==> src/rtl/fp_norm_round.sv <==
// Normalise-and-round stage for the binary32 adder: a one-bit-per-cycle
// normaliser followed by round-to-nearest-even and IEEE-754 packing.
module fp_norm_round (
  input  logic        clk,
  input  logic        rst,
  input  logic        in_valid,
  output logic        in_ready,
  input  logic        in_sign,
  input  logic [7:0]  in_exp,
  input  logic [27:0] in_mant,
  output logic        out_valid,
  input  logic        out_ready,
  output logic [31:0] out_result,
  output logic [3:0]  out_flags
);

  typedef enum logic [1:0] {IDLE, NORM, ROUND, DONE} state_t;

  state_t      state, state_nxt;
  logic        sign_q;
  logic [8:0]  exp_q;
  logic [27:0] mant_q;
  logic [31:0] result_q;
  logic [3:0]  flags_q;

  // Rounding and packing operate on the fully normalised mantissa in ROUND.
  logic        up, inexact;
  logic [24:0] m25;
  logic [23:0] m24;
  logic [8:0]  exp_rnd;
  logic [31:0] pack_result;
  logic [3:0]  pack_flags;

  // NOTE: every output of a combinational block gets a default first so no
  // path leaves it unassigned and no latch is inferred.
  always_comb begin
    pack_result = 32'h0;
    pack_flags  = 4'h0;
    inexact     = mant_q[2] | mant_q[1] | mant_q[0];
    up          = mant_q[2] & (mant_q[1] | mant_q[0] | mant_q[3]);
    m25         = {1'b0, mant_q[26:3]} + {24'd0, up};
    m24         = m25[24] ? m25[24:1] : m25[23:0];
    exp_rnd     = exp_q + {8'd0, m25[24]};
    if (exp_rnd >= 9'd255) begin
      pack_result = {sign_q, 8'hFF, 23'h0};
      pack_flags  = 4'b1010;
    end else if (!m24[23]) begin
      pack_result = {sign_q, 8'h00, m24[22:0]};
      pack_flags  = {1'b0, inexact && (m24 != 24'd0), inexact, m24 == 24'd0};
    end else begin
      pack_result = {sign_q, exp_rnd[7:0], m24[22:0]};
      pack_flags  = {2'b00, inexact, 1'b0};
    end
  end

  always_comb begin
    state_nxt = state;
    case (state)
      IDLE:  if (in_valid) state_nxt = NORM;
      NORM: begin
        if (mant_q == 28'd0)                   state_nxt = DONE;
        else if (mant_q[27])                   state_nxt = ROUND;
        else if (!mant_q[26] && exp_q > 9'd1)  state_nxt = NORM;
        else                                   state_nxt = ROUND;
      end
      ROUND: state_nxt = DONE;
      DONE:  if (out_ready) state_nxt = IDLE;
      default: state_nxt = IDLE;
    endcase
  end

  // NOTE: sequential state uses non-blocking assignments so every register
  // samples the pre-edge values regardless of statement order.
  always_ff @(posedge clk) begin
    if (rst) state <= IDLE;
    else     state <= state_nxt;
  end

  always_ff @(posedge clk) begin
    if (rst) begin
      sign_q   <= 1'b0;
      exp_q    <= 9'd0;
      mant_q   <= 28'd0;
      result_q <= 32'h0;
      flags_q  <= 4'h0;
    end else begin
      case (state)
        IDLE: if (in_valid) begin
          sign_q <= in_sign;
          exp_q  <= {1'b0, in_exp};
          mant_q <= in_mant;
        end
        NORM: begin
          if (mant_q == 28'd0) begin
            result_q <= {sign_q, 31'h0};
            flags_q  <= 4'b0001;
          end else if (mant_q[27]) begin
            // The bit shifted out folds into sticky so rounding stays exact.
            mant_q <= {1'b0, mant_q[27:2], mant_q[1] | mant_q[0]};
            exp_q  <= exp_q + 9'd1;
          end else if (!mant_q[26] && exp_q > 9'd1) begin
            mant_q <= {mant_q[26:0], 1'b0};
            exp_q  <= exp_q - 9'd1;
          end
        end
        ROUND: begin
          result_q <= pack_result;
          flags_q  <= pack_flags;
        end
        default: ;
      endcase
    end
  end

  assign in_ready   = (state == IDLE);
  assign out_valid  = (state == DONE);
  assign out_result = result_q;
  assign out_flags  = flags_q;

endmodule

==> config.mk <==
export PLATFORM = sky130hd
export DESIGN_NAME = fp_norm_round
export DESIGN_NICKNAME = d
export VERILOG_FILES = /design/src/rtl/fp_norm_round.sv
export SDC_FILE = /design/constraint.sdc
export NUM_CORES = 1
export LEC_CHECK = 0
export ABC_AREA = 1
export CAP_MARGIN = 20
export CORE_ASPECT_RATIO = 0.9
export CORE_UTILIZATION = 35
export CTS_BUF_LIST = sky130_fd_sc_hd__clkbuf_4
export DETAILED_ROUTE_END_ITERATION = 6
export SLEW_MARGIN = 20
export SYNTH_ARGS = -nofsm -noshare
export SYNTH_HDL_FRONTEND = slang
export SYNTH_SLANG_ARGS = --single-unit
export TNS_END_PERCENT = 5
==> constraint.sdc <==
create_clock -name clk -period 4.55 [get_ports clk]
set_input_delay 0.6825 -clock clk [delete_from_list [all_inputs] [get_ports clk]]
set_output_delay 0.6825 -clock clk [all_outputs]
set_load 0.03 [all_outputs]
==> flow_metrics.py, run 1 <==
metrics = {
    "layout": {
        "final_nets": 861,
        "fin_area_um2": 5790,
        "final_common_cell": "nand2_1",
        "area_growth_pct": 21.0,
        "layout_common_cells": "nand2_1 (173), nor2_1 (88), o21ai_0 (82), clkdlybuf4s50_1 (78), dfxtp_1 (76)",
        "drive_gt1_frac": 0.0611,
        "final_util": 0.434,
    },
    "power_and_ir_drop": {
        "powerDensity_nw_per_um2": 601,
        "leakage_nw": 2.34,
        "max-vdd-ir-drop_mv": 0.235,
        "power_mw": 3.48,
    },
    "global_route": {
        "grt_overflow": 0,
        "grt_pass1_wl_mm": 24.7,
        "grt_use_total": 0.220,
        "grt_pass1_vias": 4810,
        "grt_max_degree": 42,
        "antenna_found_initial": 1,
    },
    "logic_synthesis": {
        "netlist_instances": 757,
        "synth_edf_count": 0,
        "ys_seq_area_frac": 0.318,
        "synthMuxAreaShare": 0,
        "syn_area_um2": 4790,
        "avgSynthCellArea_um2": 6.33,
        "synthAdderAreaFrac": 0.0157,
        "synth_ff_type": "dfxtp_1",
        "synth_top_family_by_area": "simple AND/OR/NAND/NOR gates",
        "ys_ff_latch": 76,
        "yosys.area_share.xor_xnor": 0.0366,
        "synth_compound_area_frac": 0.166,
        "yosysWarnings": 0,
        "synth.net_count": 804,
        "async_flop_share": 0,
        "yosysUniqueCellTypes": 35,
        "synthSimpleGateAreaFrac": 0.380,
    },
    "clock_tree": {
        "cts_buffers": 9,
        "cts.repair.resized": 0,
        "post_cts_buffers": 0,
        "h-tree-depth": 3,
        "cts_tree": "built",
        "clkSlewWorstSetupHoldPaths_ns": 0.12,
        "cts_buffer_depth": 2,
        "clock_tree.root_cell": "clkbuf_4",
        "cts.sinks": 76,
        "hold_buffers": 0,
        "clock_latency_ns": 0.47,
    },
    "sta": {
        "rsz0062_at_grt": "false",
        "fmax_mhz": 273,
        "drv_slew": 0,
        "finalSetupViolations": 0,
        "finalSetupTns_ns": 0,
        "fin_ws_ns": 0.893,
        "final-hold-violation-count": 0,
        "relSlewSlack": 0.315,
        "worstMarginPinSlew_ns": 1.02,
        "final.period_utilization": 0.804,
        "period_needed_ns": 3.66,
        "fin_worst_skew_ns": 0.0159,
    },
    "critical_path": {
        "path_class": "flop to flop",
        "crit_slowest_cell": "nor2_2",
        "crit_top_cell": "ha_1",
        "crit_path_max_fanout": 20,
        "worstPathArrival_ns": 4.06,
        "path_cells": "nand2_1, inv_1, ha_1, nand2_2, nor2_4, nand2_4, nor2_8, nand2_4, inv_1, ha_1, ha_1, nand2_1, nor2_1, xor2_1, nand3_1, nand2_2, nor2_2, o21ai_0, a21oi_1",
        "start_kind": "flop",
        "cpLargestDelayFamily": "simple AND/OR/NAND/NOR gates",
        "crit_buf_inv": 2,
        "r2r_cells": 19,
        "critPathMaxStageDelay_ns": 0.54,
        "reg2reg_slack_ns": 0.89,
        "regToRegEndpoint": "out_result[4]",
        "required_ns": 4.95,
        "endpoint_kind": "flop",
        "r2r-start": "mant_q[2]",
    },
    "place": {
        "io_buffers": 78,
        "dpl_cell_area_um2": 5650,
        "dp_hpwl_mm": 11.1,
        "place_ws_ns": 0.585,
        "gp_congestion": 0.877,
    },
    "hold_path": {
        "hold_end": "out_result[15]",
        "min_from": "out_result[15]",
        "whs_path_depth": 2,
        "min_path_type": "flop to flop",
    },
    "status": {
        "outcome": "finished, violations left",
        "violations": "DRC",
    },
    "die": {
        "rows": 40,
        "ioPinCount": 79,
        "die_x_um": 125,
        "core_um2": 13400,
        "start_util": 0.358,
        "die_area_um2": 14200,
        "dieHeight_um": 113,
    },
    "route": {
        "wl_per_cell_um": 15.1,
        "route.detailed.drc": 5,
        "routed_wl_mm": 14.9,
        "dr.pass1.iters": 7,
        "drtIter0Drc": 381,
        "vias": 5158,
        "ant_nets": 0,
        "avgViaCountPerCell": 5.23,
    },
    "flow_run": {
        "cap_violations": 0,
    },
}
worst reg2reg max path: cells and delay by family, from the launching register on:
| family | cells | cell delay (ns) |
|---|---|---|
| and+or+nand+nor | 11 | 1.80 |
| adders and majority gates | 3 | 0.61 |
| AOI/OAI and AO/OA | 2 | 0.45 |
| DFF | 1 | 0.39 |
| buffers and inverters | 2 | 0.26 |
| xor gates and xnor gates | 1 | 0.09 |
worst max-delay path by stage:
stage / startpoint / to / cells past startpoint / slack, ns
floorplan: mant_q[3] / out_result[16] / 20 / 1.64
CTS: mant_q[2] / out_result[4] / 19 / 0.56
finish: mant_q[2] / out_result[4] / 19 / 0.89
global placement: mant_q[2] / out_result[4] / 19 / 0.83
global route: mant_q[2] / out_result[4] / 19 / 0.49
detailed placement: mant_q[2] / out_result[4] / 19 / 0.58
metal layers:
layer | track usage | wire, um | vias up
met1 | 0.324 | 7770 | 2348
met4 | 0.0756 | 233 | 0
li1 | - | - | 2621
met3 | 0.0435 | 818 | 22
met5 | 0 | 0 | -
met2 | 0.317 | 6100 | 167
report_power, final:
part	switching, mW	internal [mW]
clock network	0.248	0.167
logic	1.29	0.599
registers	0.309	0.868
total	1.85	1.63
cell usage after synthesis, types with 2 or more instances:
library cell / instances / area (um2)
nor2_4: 5 / 56.3
a31oi_1: 7 / 43.8
or2_2: 2 / 12.5
nand2_4: 2 / 22.5
xor2_1: 18 / 158
xnor2_1: 2 / 17.5
o21ai_1: 2 / 10.0
buf_1: 2 / 7.51
o31ai_1: 2 / 15.0
a21oi_1: 48 / 240
ha_1: 6 / 75.1
nand3_2: 4 / 40.0
nor4_1: 2 / 12.5
nand2_1: 173 / 649
buf_2: 14 / 70.1
nor3_1: 57 / 285
o21ai_0: 82 / 410
nand3_1: 44 / 220
a22oi_1: 6 / 45.0
clkbuf_1: 20 / 75.1
inv_2: 4 / 15.0
nand4_1: 13 / 81.3
nor2_1: 89 / 334
nand2_2: 7 / 43.8
nor2_2: 3 / 18.8
inv_1: 59 / 221
dfxtp_1: 76 / 1520
per-stage QoR:
step | cells | hold WS [ns]
floorplan | 757 | 0.454
global placement | 970 | 0.450
detailed placement | 970 | 0.456
CTS | 985 | 0.472
global route | 987 | 0.495
finish | 987 | 0.469
registers in the layout, summed over array words and instances, names as in the netlist, named ones only:
signal	count
out_result	32
exp_q	9
out_flags	4
mant_q	28
sign_q	1
state	1
cell families (layout without fill, tap and decap cells):
group	after synthesis	after routing
buffers and inverters	100	161
AOI/OAI and AO/OA	151	151
adders and majority gates	6	6
DFF	76	76
and+or+nand+nor	404	404
xor gates and xnor gates	20	20
other	0	1
cell type report:
type | count | area [um2]
timing repair buffer | 83 | 826
inverter | 63 | 236
tap | 168 | 210
clock buffer | 10 | 75.1
clock inverter | 5 | 53.8
fill | 1422 | 7570
multi-input combinational | 581 | 2870
antenna | 1 | 2.50
sequential | 76 | 1520
Note: power is estimated with default switching activity, not from simulation.
==> run 2, diff against run 1 <==
clock period = 3.6 ns   (was 4.55 ns; I/O delays follow)
==> run 2 against run 1 <==
  * The flow still finishes with violations (DRC)
  * Final cell count rose by 1.2%
  * Critical path depth is 2 higher
  * First-iteration DRC count is 42% higher
  * Flip-flop and latch count did not move
  * Largest power group unchanged
  * Sequential share of layout area is 0.52 points lower
  * Critical endpoint is now out_result[27]
  * Power is 30% higher
  * Fmax is 13% higher
==> flow_metrics.py, run 2 (synthesis results as in run 1) <==
metrics = {
    "status": {
        "outcome": "finished, violations left",
        "violations": "DRC",
    },
    "power_and_ir_drop": {
        "leakage_nw": 2.42,
        "powerDensity_nw_per_um2": 765,
        "max-vdd-ir-drop_mv": 0.352,
    },
    "global_route": {
        "use_met1": 0.317,
        "grt.busiest_layer": "met2",
        "antenna_found_initial": 0,
        "grt_max_degree": 49,
        "grt_overflow": 0,
        "grt_use_total": 0.218,
        "use_met3": 0.0511,
        "grt_pass1_vias": 4930,
        "grt_pass1_wl_mm": 24.7,
        "grtUsageMet2": 0.322,
    },
    "layout": {
        "final_nets": 873,
        "layout_common_cells": "nand2_1 (173), nor2_1 (88), o21ai_0 (82), clkdlybuf4s50_1 (78), dfxtp_1 (76)",
        "stdcell_count": 999,
        "final_common_cell": "nand2_1",
        "diodes": 0,
        "drive_gt1_frac": 0.0758,
        "area_growth_pct": 23.5,
        "largest_reg_flops": 32,
    },
    "sta": {
        "fin_worst_skew_ns": 0.0109,
        "fmax_mhz": 309,
        "fin_ws_ns": 0.367,
        "period_needed_ns": 3.23,
        "drv_slew": 0,
        "relSlewSlack": 0.322,
        "final.period_utilization": 0.898,
        "rsz0062_at_grt": "false",
        "worstMarginPinSlew_ns": 1.01,
        "finalSetupViolations": 0,
        "final-hold-violation-count": 0,
    },
    "clock_tree": {
        "cts_tree": "built",
        "h-tree-depth": 3,
        "cts_buffer_depth": 2,
        "clkSlewWorstSetupHoldPaths_ns": 0.13,
        "cts.sinks": 76,
        "clock_tree.root_cell": "clkbuf_4",
        "clock_latency_ns": 0.44,
        "cts_buffers": 9,
        "hold_buffers": 0,
    },
    "critical_path": {
        "reg2reg_slack_ns": 0.37,
        "regToRegEndpoint": "out_result[27]",
        "crit_path_max_fanout": 8,
        "crit_start": "mant_q[2]",
        "cp-endpoint": "out_result[27]",
        "worstPathArrival_ns": 3.61,
        "r2r-start": "mant_q[2]",
        "endpoint_kind": "flop",
        "path_class": "flop to flop",
        "r2r_cells": 21,
        "start_kind": "flop",
        "required_ns": 3.98,
    },
    "route": {
        "ant_nets": 0,
        "dr.pass1.iters": 7,
        "wl_per_cell_um": 14.9,
        "route.detailed.drc": 5,
        "routed_wl_mm": 14.9,
        "avgViaCountPerCell": 5.24,
        "drtIter0Drc": 541,
        "vias": 5231,
    },
    "die": {
        "die_area_um2": 14200,
        "start_util": 0.358,
        "core_um2": 13400,
        "dieHeight_um": 113,
        "ioPinCount": 79,
        "die_x_um": 125,
        "rows": 40,
    },
    "place": {
        "place_ws_ns": -0.165,
        "dp.cells": 982,
        "io_buffers": 78,
        "dp_hpwl_mm": 11.3,
        "gp_congestion": 0.911,
    },
    "hold_path": {
        "min_path_type": "flop to flop",
    },
    "flow_run": {
        "cap_violations": 0,
    },
}
run 2: per-layer routing:
layer	vias to the layer above	routed length (um)
met4	0	172
li1	2647	-
met2	182	6150
met5	-	0
met1	2388	7340
met3	14	1200
run 2: worst min path at each step:
stage / startpoint / to / depth (start not counted)
after CTS: out_result[4] / out_result[4] / 2
after detailed placement: out_result[4] / out_result[4] / 2
final: out_result[20] / out_result[20] / 2
after global placement: out_result[6] / out_result[6] / 2
after floorplan: sign_q / sign_q / 2
after global routing: out_result[1] / out_result[1] / 2
run 2: critical path: stages (launching register included):
cell	delay, ns
dfxtp_1	0.40
nand2_1	0.15
inv_1	0.09
ha_1	0.20
nand2_2	0.08
nor2_4	0.17
nand2_4	0.11
nor2_8	0.16
nand2_4	0.05
inv_1	0.08
ha_1	0.17
ha_1	0.22
nand2_1	0.11
nor2_1	0.13
xor2_1	0.21
nand3_1	0.12
nand2_2	0.11
buf_4	0.16
nor2_1	0.06
nor2_1	0.16
o21ai_1	0.11
a21oi_1	0.12
run 2: area by class of cell:
cell class	count	area (um2)
Multi-Input combinational cell	581	2870
Tap cell	168	210
Inverter	63	236
Timing Repair Buffer	95	916
Clock buffer	10	75.1
Clock inverter	6	78.8
Fill cell	1397	7450
Sequential cell	76	1520
run 2: timing repair:
| item | in CTS | in global routing |
|---|---|---|
| setup buffers | 0 | 0 |
| pin swaps | 0 | 0 |
| gates resized for setup | 1 | 1 |
| setup endpoints to repair | 16 | 19 |
run 2: metrics by stage:
stage | utilization | setup TNS [ns] | power (mW) | cell area, um2 | hold WS (ns)
final | 0.442 | 0 | 4.52 | 5910 | 0.472
after global routing | 0.442 | 0 | 4.93 | 5910 | 0.492
after CTS | 0.441 | 0 | 4.51 | 5890 | 0.474
after global placement | 0.429 | 0 | 3.89 | 5740 | 0.451
after detailed placement | 0.429 | -0.508 | 3.91 | 5740 | 0.456
after floorplan | - | 0 | 3.11 | 4790 | 0.454
run 2: power breakdown:
| part | switching, mW | internal [mW] |
|---|---|---|
| combinational | 1.70 | 0.821 |
| clock | 0.306 | 0.284 |
| sequential | 0.313 | 1.10 |
==> RTL change (config.mk and constraints of run 1) <==
Put one more register stage on the output `out_flags`, with the module's reset. The value now appears one clock later. The other outputs are not delayed to match.
--- a/src/rtl/fp_norm_round.sv
+++ b/src/rtl/fp_norm_round.sv
@@ -116,5 +116,11 @@
   assign out_valid  = (state == DONE);
   assign out_result = result_q;
-  assign out_flags  = flags_q;
+  always_ff @(posedge clk) begin
+    if (rst) begin
+      out_flags <= '0;
+    end else begin
+      out_flags <= flags_q;
+    end
+  end
 
 endmodule
Formal check against the unedited RTL: not equivalent (Yosys sat finds a counterexample within 4 cycles, from zero or initial values and one cycle with rst high).
==> RTL change against run 1 <==
Largest power group unchanged. Sequential cell count is 4 higher. Setup slack better by 140 ps. Power is 0.80% higher. Clock skew is 4.6 ps lower. Wire length is 2.8% lower. Critical path depth is 2 higher. Final area is 1.4% higher. Largest cell class unchanged. Synthesized area is 2.7% higher.
==> RTL change: results (changes against run 1) <==
| Metric | Value |
|---|---|
| Area growth syn-to-layout | `19.49%` |
| CP peak stage delay | `400 ps (-140 ps)` |
| Slowest cell on the critical path | `dfxtp_1` |
| Final cell count without fillers | `1022 (+3.5%)` |
| Max Clock Skew | `11.24 ps (-4.642 ps)` |
| Syn nets | `838 (+4.2%)` |
| Ys flop type | `dfxtp_1` |
| Vias in the first global route | `4606 (-4.2%)` |
| Sequential area share after synthesis | `32.56% (+0.79 points)` |
| HP Start | `flags_q[2]` |
| Outcome | `finished clean` |
| 1st-pass router iterations | `5 (-2)` |
| Share of cells above drive strength 1 | `5.158% (-0.95 points)` |
| CP startpoint | `mant_q[2]` |
| Worst Path Max Fanout | `15 (-25%)` |
| Sink Count | `80 (+5.3%)` |
| Synth cell count leaders | `nand2_1, nor2_1, a21oi_1` |
| Clock tree cell share of total cell area | `1.788% (-0.44 points)` |
| CTS Buffer Depth | `2 (unchanged)` |
| Layout clock buffers | `9 (-1)` |
| Distinct cells, synth | `35 (unchanged)` |
| Buffer share of cell area | `13.84% (-0.41 points)` |
| Area after DPL | `5769 um2 (+2.2%)` |
| Met1 usage | `31.06% (-1.4 points)` |
| #MultiIn Comb | `605 (+4.1%)` |
| First-pass GRT wire length | `23.96 mm (-2.9%)` |
| Async SR Flop Fraction | `0% (unchanged)` |
| Crit path max-delay family | `simple AND/OR/NAND/NOR gates` |
| Static leakage | `2.371 nW (+1.2%)` |
| Root buf cell | `clkbuf_4` |
| Sequential share of cell area | `27.25% (+0.99 points)` |
| Area contributors post-synth | `dfxtp_1, nand2_1, a21oi_1` |
| Fillers | `1482 (+4.2%)` |
| Final Wtd Congestion | `0.9369 (+6.9%)` |
| GRT met2 Usage | `30.66% (-1.1 points)` |
| Total GRT Usage | `21.07% (-0.98 points)` |
| Avg Synthesized Cell Area | `6.218 um2 (-1.7%)` |
| Peak supply drop | `0.3886 mV (+65%)` |
| Slew HR | `41.31% (+9.8 points)` |
| Inverters | `70 (+11%)` |
| Met3 WL | `1.021 mm (+25%)` |
| HPWL after DPL | `10.64 mm (-4.1%)` |
| DP Worst Slack | `1047 ps (+462.6 ps)` |
| Total wire length after detailed routing | `14.51 mm (-2.8%)` |
| Post-Route M1 WL | `7.502 mm (-3.4%)` |
| Final nets | `896 (+4.1%)` |
| DR WL met2 | `5.809 mm (-4.8%)` |
| Synth Warn # | `0 (unchanged)` |
| Clock-pin transition on the worst setup and hold timing paths | `between 100 and 150 ps` |
| DRT iter0 DRCs | `487 (+28%)` |
| Critical Path AT | `3930 ps (-130 ps)` |
| H-Tree Depth | `3 (unchanged)` |
| Vias per cell | `5.104 (-2.3%)` |
| Fraction of area in multi-input gates | `49.03% (-0.48 points)` |
| Die area | `14530 um2 (+2.7%)` |
| Pin count of the biggest net entering global routing | `43 (+2.4%)` |
| Grt met3 use | `4.112% (-0.24 points)` |
| Antenna violations before repair | `1 (unchanged)` |
-- RTL change: cell types whose count changed after synthesis, sizes merged, moves of 4 or more --
cell and delta:
inv +5, nor3 -49, o221ai +24, a21oi +32, nor2 -4, o21ai -59, nand3 -5, nand2 +102
dfxtp +4, xor2 -4, a22oi -5, a31oi -7
-- RTL change: final timing paths --
path               endpoint  slack (ps)  depth (start not counted)
max          out_result[19]        1030                         21
min            out_flags[2]         440                          2
max reg2reg  out_result[19]        1030                         21
min reg2reg    out_flags[2]         440                          2
-- RTL change: kinds of logic after synthesis --
group / synth area share (%)
AOI/OAI and AO/OA: 16.56
DFF: 32.56
buffers and inverters: 8.853
xor gates and xnor gates: 2.671
and+or+nand+nor: 37.83
adders and majority gates: 1.526
-- RTL change: report_power, final --
part	leakage [nW]	total [mW]	switching (mW)	internal (mW)
logic	1.66	1.99	1.36	0.629
registers	0.651	1.15	0.270	0.880
clock network	0.0552	0.368	0.262	0.106
